==> config.mk <==
export PLATFORM = sky130hd
export DESIGN_NAME = apb_timer
export DESIGN_NICKNAME = d
export VERILOG_FILES = /design/src/rtl/apb_timer.sv
export SDC_FILE = /design/constraint.sdc
export NUM_CORES = 1
export LEC_CHECK = 0
export BUFFER_PORTS_ARGS = -buffer_cell sky130_fd_sc_hd__buf_2
export CORE_ASPECT_RATIO = 1.4
export CORE_MARGIN = 2
export CORE_UTILIZATION = 51
export DETAILED_ROUTE_END_ITERATION = 16
export PLACE_DENSITY = 0.76
export SLEW_MARGIN = 20
export SYNTH_ARGS = -nofsm -noshare
export SYNTH_HDL_FRONTEND = slang
export SYNTH_SLANG_ARGS = --single-unit
==> constraint.sdc <==
create_clock -name pclk -period 2.59 [get_ports pclk]
set_input_delay 0.259 -clock pclk [delete_from_list [all_inputs] [get_ports pclk]]
set_output_delay 0.259 -clock pclk [all_outputs]
set_load 0.05 [all_outputs]
==> src/rtl/apb_timer.sv <==
// APB countdown timer: reloadable down-counter (one-shot/periodic), level interrupt, registered reads.
// Define APB_TIMER_PRESCALE_EN to build the PRESCALE register (0x14) and tick prescaler.
module apb_timer #(
  parameter int unsigned CNT_WIDTH  = 32,
  parameter int unsigned ADDR_WIDTH = 12
) (
  input  logic                  pclk,
  input  logic                  prst,
  input  logic                  psel,
  input  logic                  apb_xx_penable,
  input  logic                  apb_xx_pwrite,
  input  logic [ADDR_WIDTH-1:0] apb_xx_paddr,
  input  logic [31:0]           apb_xx_pwdata,
  output logic [31:0]           prdata,
  output logic                  timer_intr
);

  localparam int unsigned WORD_W = ADDR_WIDTH - 2;

  typedef enum logic [WORD_W-1:0] {
    REG_LOAD    = WORD_W'(0),
    REG_VALUE   = WORD_W'(1),
    REG_CTRL    = WORD_W'(2),
    REG_INTCLR  = WORD_W'(3),
    REG_INTSTAT = WORD_W'(4),
    REG_PRESC   = WORD_W'(5)
  } reg_e;

  logic [WORD_W-1:0]    word;
  logic                 wr_en;
  logic                 rd_cap;
  logic                 wr_load;
  logic                 wr_ctrl;
  logic                 wr_intclr;

  logic [CNT_WIDTH-1:0] load_q;
  logic [CNT_WIDTH-1:0] value_q;
  logic [CNT_WIDTH-1:0] value_d;
  logic                 ctrl_en;
  logic                 ctrl_en_d;
  logic                 ctrl_periodic;
  logic                 ctrl_ie;
  logic                 int_raw;
  logic                 int_raw_d;
  logic                 tick;
  logic                 expire;
  logic                 count;
  logic [31:0]          rdata_d;
  logic                 unused_addr_lsb;

  assign word      = apb_xx_paddr[ADDR_WIDTH-1:2];
  assign wr_en     = psel & apb_xx_penable & apb_xx_pwrite;
  assign rd_cap    = psel & ~apb_xx_penable & ~apb_xx_pwrite;
  assign wr_load   = wr_en & (word == REG_LOAD);
  assign wr_ctrl   = wr_en & (word == REG_CTRL);
  assign wr_intclr = wr_en & (word == REG_INTCLR);

  assign unused_addr_lsb = ^apb_xx_paddr[1:0];

`ifdef APB_TIMER_PRESCALE_EN
  logic       wr_presc;
  logic [7:0] prescale_q;
  logic [7:0] presc_cnt;

  assign wr_presc = wr_en & (word == REG_PRESC);
  assign tick     = (presc_cnt == prescale_q);

  // presc_cnt only advances while enabled, so a stopped timer resumes mid-period
  always_ff @(posedge pclk) begin
    if (prst) begin
      prescale_q <= '0;
      presc_cnt  <= '0;
    end else begin
      if (wr_presc)
        prescale_q <= apb_xx_pwdata[7:0];
      if (wr_load)
        presc_cnt <= '0;
      else if (ctrl_en)
        presc_cnt <= tick ? '0 : presc_cnt + 8'd1;
    end
  end
`else
  assign tick = 1'b1;
`endif

  assign expire = ctrl_en & tick & (value_q == '0);
  assign count  = ctrl_en & tick & (value_q != '0);

  // Priority: LOAD write > decrement/reload; CTRL write > one-shot auto-clear; expiry > INTCLR.
  always_comb begin
    value_d   = value_q;
    ctrl_en_d = ctrl_en;
    int_raw_d = int_raw;

    if (wr_load)
      value_d = apb_xx_pwdata[CNT_WIDTH-1:0];
    else if (count)
      value_d = value_q - CNT_WIDTH'(1);
    else if (expire && ctrl_periodic)
      value_d = load_q;

    if (wr_ctrl)
      ctrl_en_d = apb_xx_pwdata[0];
    else if (expire && !ctrl_periodic)
      ctrl_en_d = 1'b0;

    if (expire)
      int_raw_d = 1'b1;
    else if (wr_intclr)
      int_raw_d = 1'b0;
  end

  always_ff @(posedge pclk) begin
    if (prst) begin
      load_q        <= '0;
      value_q       <= '0;
      ctrl_en       <= 1'b0;
      ctrl_periodic <= 1'b0;
      ctrl_ie       <= 1'b0;
      int_raw       <= 1'b0;
    end else begin
      if (wr_load)
        load_q <= apb_xx_pwdata[CNT_WIDTH-1:0];
      if (wr_ctrl) begin
        ctrl_periodic <= apb_xx_pwdata[1];
        ctrl_ie       <= apb_xx_pwdata[2];
      end
      value_q <= value_d;
      ctrl_en <= ctrl_en_d;
      int_raw <= int_raw_d;
    end
  end

  always_comb begin
    rdata_d = '0;
    case (word)
      REG_LOAD:    rdata_d[CNT_WIDTH-1:0] = load_q;
      REG_VALUE:   rdata_d[CNT_WIDTH-1:0] = value_q;
      REG_CTRL:    rdata_d[2:0] = {ctrl_ie, ctrl_periodic, ctrl_en};
      REG_INTSTAT: rdata_d[0] = int_raw;
`ifdef APB_TIMER_PRESCALE_EN
      REG_PRESC:   rdata_d[7:0] = prescale_q;
`endif
      default:     rdata_d = '0;
    endcase
  end

  always_ff @(posedge pclk) begin
    if (prst)
      prdata <= '0;
    else if (rd_cap)
      prdata <= rdata_d;
  end

  assign timer_intr = int_raw & ctrl_ie;

endmodule
==> Word-level counts from Yosys, hierarchy flattened <==
Index checks and enable logic that the tools add are counted.
{ "op_classes": {"add_sub_neg": 1, "eq_ne": 4, "n_mux": 10, "bitwise_logic": 12, "n_reduce_logical": 9} }
{ "ops": {"columns": ["operator", "count"], "rows": [
  ["2-to-1 mux 32 bit", 3],
  ["one-hot mux 29 bit (2 select lines)", 1],
  ["zero test 32 bit", 1],
  ["nonzero test 32 bit", 1],
  ["subtractor 32 x 1 -> 32 bit, second input constant", 1],
  ["equality test 10 x 2 -> 1 bit, second input constant", 2],
  ["bitwise AND 1 bit", 10],
  ["equality test 10 x 1 -> 1 bit, second input constant", 1],
  ["equality test 10 x 3 -> 1 bit, second input constant", 1],
  ["zero test 10 bit", 1],
  ["one-hot mux 2 bit (3 select lines)", 1],
  ["2-to-1 mux 1 bit", 4],
  ["one-hot mux 1 bit (4 select lines)", 1],
  ["nonzero test 2 bit", 2],
  ["nonzero test 3 bit", 1],
  ["logical AND 1 bit", 2],
  ["inverter 1 bit", 2],
  ["zero test 1 bit", 1]
]} }
{ "word_totals": {"reg_bits": 100, "out_inout_bits": 33, "word_cells": 43} }

==> Longest topological paths before layout <==
{ "depth": {"ltp_word": 6, "mapped_depth": 10, "depth_no_buf": 8} }

==> Least setup slack after synthesis <==
OpenSTA, ideal clock, no wires.
{ "synth_path": {"path_type": "register to register", "startpoint": "register value_q[5]", "endpoint": "register value_q[23]", "setup_time_ns": 0.060, "t_arrival_ns": 2.379, "required_time_ns": 2.530, "slack_ns": 0.151, "stages_incl_launch_ff": 9, "path_buffers": 2, "synth_period_minus_slack_ns": 2.439, "cell_sequence": "dfxtp_1 -> buf_6 -> or3_1 -> buf_6 -> or4_4 -> nor4_4 -> or4b_1 -> a211oi_2 -> a311o_1"} }
{ "synth_between": {"elab_chain_cells": 4} }
{ "synth_lines": {"columns": ["element", "line_no", "rtl"], "rows": [
  ["start, declared", "37", "logic [CNT_WIDTH-1:0] value_q;"],
  ["start signal, assigned", "128", "value_q <= value_d;"],
  ["parallel branches: the longest is 4 deep, another holds subtractor 32 x 1 -> 32 bit", null, null]
]} }
Parallel ways; which one is timed is not known.
A chain may end at the register's enable or synchronous reset.

==> Final worst setup path <==
{ "layout_path": {"startpoint": "register value_q[14]", "endpoint": "register value_q[10]"} }
{ "layout_between": {"elab_chain_cells": 4} }
{ "layout_lines": {"columns": ["element", "line_no"], "rows": [
  ["nonzero test 32 bit / zero test 32 bit (equally long branches)", "87, 86"],
  ["bitwise AND 1 bit (on tied branches)", "87, 86"],
  ["2-to-1 mux 32 bit / logical AND 1 bit (equally long branches)", "97, 99"],
  ["2-to-1 mux 32 bit / nonzero test 3 bit (equally long branches)", null]
]} }
Parallel ways exist; a longest one is shown, timed or not.

==> flow_metrics.py <==
metrics = {
    "run_status": {
        "outcome": "finished clean",
    },
    "clock_tree": {
        "htree_levels": 3,
        "cts_tree": "done",
        "cts_buffers": 9,
        "clk_pin_slew_ns": 0.07,
        "worstSkewPairLatency_ns": 0.35,
        "cts_resized": 0,
        "clockBufferDepth": 2,
        "cts_root_buffer": "clkbuf_16",
        "cts_setup_buffers": 0,
        "cts_hold_buf": 0,
        "cts.sinks": 100,
    },
    "timing": {
        "slew_headroom": 0.447,
        "post-route-period-util": 0.970,
        "timing.hold.ws_ns": 0.161,
        "drv_slew": 0,
        "rsz0062_at_grt": "false",
        "final_hold_viol_count": 0,
        "fin_crit_ns": 2.51,
        "tightest_slew_ns": 0.829,
        "setup_tns_ns": 0,
        "setup_viol_count_final": 0,
        "fmax_ghz": 0.398,
        "clock-skew-final_ns": 0.00605,
    },
    "synth": {
        "synth_edf_count": 0,
        "async_reset_ff_frac": 0,
        "synthesis.area_um2": 5240,
        "ys_warn_count": 0,
        "synth_cell_types": 67,
        "syn-num-nets": 727,
        "ys_seq_elements": 100,
        "ys_seq_area_frac": 0.382,
        "postSynthAreaPerCell_um2": 7.76,
        "syn_inst": 676,
        "ys.flop_type": "dfxtp_1",
    },
    "final_layout": {
        "nets": 813,
        "layout_common_cells": "102 x nand2_1, 100 x dfxtp_1, 79 x buf_2",
        "fin_util": 0.634,
        "layout_commonest_cell": "nand2_1",
        "final_area_um2": 6310,
        "drive_gt1_frac": 0.226,
        "syn2layout_area_growth_pct": 20.3,
        "diodes": 0,
    },
    "place": {
        "place.gp.congestion": 0.939,
        "port_buffers": 79,
        "placed_cell_area_um2": 6000,
        "place_hpwl_mm": 11.1,
    },
    "critical_path": {
        "path_buf_inv": 1,
        "rrSetupSlack_ns": 0.08,
        "critPathRequiredTime_ns": 2.85,
        "worstSetupEndpointType": "flip-flop",
        "worstSetupPathType": "reg -> reg",
        "crit_slowest_cell": "or4_4",
        "crit_chain": "or4_1 -> or4_4 -> o31ai_2 -> buf_4 -> nand3_1 -> o311a_1 -> a211oi_1",
        "crit_arrival_ns": 2.78,
        "rr_startpoint": "value_q[14]",
        "slowest_delay_ns": 0.58,
        "crit_fanout": 12,
        "critPathLaunch": "value_q[14]",
        "critical-path-top-delay-family": "simple AND/OR/NAND/NOR gates",
        "setup.worst_path.start_class": "flip-flop",
    },
    "die": {
        "io_pins": 82,
        "dieWidth_um": 89.7,
        "core_area_um2": 9950,
        "die_area_um2": 11100,
        "num_rows": 43,
        "start_util": 0.527,
        "die_h_um": 124,
    },
    "global_routing": {
        "grt.busiest_layer": "met2",
        "grt_use_total": 0.285,
        "grt_max_degree": 48,
        "use_met2": 0.505,
        "grt_pass1_vias": 5443,
        "antenna_found_initial": 0,
        "globalRouteMet1Util": 0.342,
        "use_met3": 0.0448,
        "overflow": 0,
        "grt_pass1_wl_mm": 25.9,
    },
    "worst_hold_path": {
        "min_from": "apb_xx_pwdata[28]",
        "worst_hold_path_type": "in -> reg",
    },
    "flow_run": {
        "maxCapViolCount": 0,
    },
    "drt": {
        "antenna_left": 0,
        "wl_per_cell_um": 18.0,
        "via_per_inst": 6.29,
        "vias": 5663,
        "firstDrtPassIters": 5,
        "finalWirelength_mm": 16.2,
        "first_iter_violations": 458,
        "drc": 0,
    },
    "pwr": {
        "p_per_area_nw_per_um2": 496,
        "leakage_uw": 0.00246,
        "peakVddDrop_uv": 305,
    },
}
-- worst reg2reg max path: cells and delay by family (launching register included) --
family                 cells  cell delay (ns)
DFF                        1             0.31
AOI/OAI and AO/OA          3             0.62
and+or+nand+nor            3             1.26
buffers and inverters      1             0.25
-- cell type report --
class	instances	area, um2
repair buffers	136	836
clock buffers	10	229
fillers	909	3650
multi-input cells	507	2990
inverters	8	30.0
flip-flops and latches	100	2000
well taps	135	169
clock inverters	4	52.6
-- flip-flops by register name (all words and copies together) (netlist names) --
signal and cells:
ctrl_ie 1, load_q 32, ctrl_en 1, int_raw 1
value_q 32, ctrl_periodic 1, prdata 32
-- stage by stage --
stage          std cells  power [uW]  setup slack, ns
2_1_floorplan        676        1760            0.151
3_3_place_gp         886        1840           0.0889
3_5_place_dp         886        1850           0.0837
4_1_cts              900        3140           0.0381
5_1_grt              900        3220           0.0159
6_report             900        3130           0.0781
-- power by group --
group	internal, uW	leakage [uW]	switching [uW]	total [uW]
registers	1560	0.000808	9.60	1570
logic	74.8	0.00153	173	248
clock network	738	0.000127	571	1310
-- cell usage after synthesis, types with 2 or more instances --
| master | instances | area share |
|---|---|---|
| or4b_1 | 3 | 0.0057 |
| o21ai_0 | 13 | 0.012 |
| o22a_1 | 2 | 0.0033 |
| nor4_1 | 12 | 0.014 |
| or2_2 | 3 | 0.0036 |
| nor4_4 | 3 | 0.012 |
| buf_6 | 3 | 0.0064 |
| o21a_1 | 3 | 0.0043 |
| buf_2 | 8 | 0.0076 |
| a31oi_1 | 6 | 0.0072 |
| o311ai_1 | 2 | 0.0033 |
| nor3b_1 | 3 | 0.0043 |
| and3_1 | 2 | 0.0024 |
| nand3_1 | 17 | 0.016 |
| and4_1 | 3 | 0.0050 |
| nor3_1 | 53 | 0.051 |
| o211ai_1 | 12 | 0.017 |
| or3_1 | 11 | 0.013 |
| nor2b_1 | 3 | 0.0036 |
| a311oi_1 | 11 | 0.018 |
| nand2_1 | 103 | 0.074 |
| o22ai_1 | 2 | 0.0024 |
| ha_1 | 2 | 0.0048 |
| a32o_1 | 4 | 0.0076 |
| clkbuf_1 | 50 | 0.036 |
| a21o_1 | 3 | 0.0043 |
| o31ai_1 | 3 | 0.0043 |
| or4_4 | 2 | 0.0043 |
| nor2_1 | 76 | 0.054 |
| a221oi_1 | 29 | 0.048 |
| a211oi_1 | 5 | 0.0072 |
| mux2i_1 | 5 | 0.0095 |
| inv_1 | 8 | 0.0057 |
| xnor2_1 | 12 | 0.020 |
| a22oi_1 | 2 | 0.0029 |
| o221ai_1 | 3 | 0.0050 |
| a21oi_1 | 51 | 0.049 |
| or4_1 | 3 | 0.0043 |
| dfxtp_1 | 100 | 0.38 |
| nand4_1 | 13 | 0.016 |
-- cell families after synthesis --
kind of cell / count (synthesis) / synth area share
DFF: 100 / 0.382
adders and majority gates: 2 / 0.00477
buffers and inverters: 69 / 0.0556
xor gates and xnor gates: 13 / 0.0217
and+or+nand+nor: 318 / 0.297
muxes: 5 / 0.00954
AOI/OAI and AO/OA: 169 / 0.230
-- routing by layer --
layer	up-vias	share of wire
met5	-	0
met4	0	0.024
met3	40	0.059
met2	250	0.51
met1	2705	0.41
li1	2668	-
-- worst paths after layout --
kind | cells after the start | endpoint
worst min-delay path | 3 | load_q[28]
worst min register to register | 2 | prdata[1]
worst max register to register | 7 | value_q[10]
worst max-delay path | 7 | value_q[10]
Power figures use the tool's default switching activity.
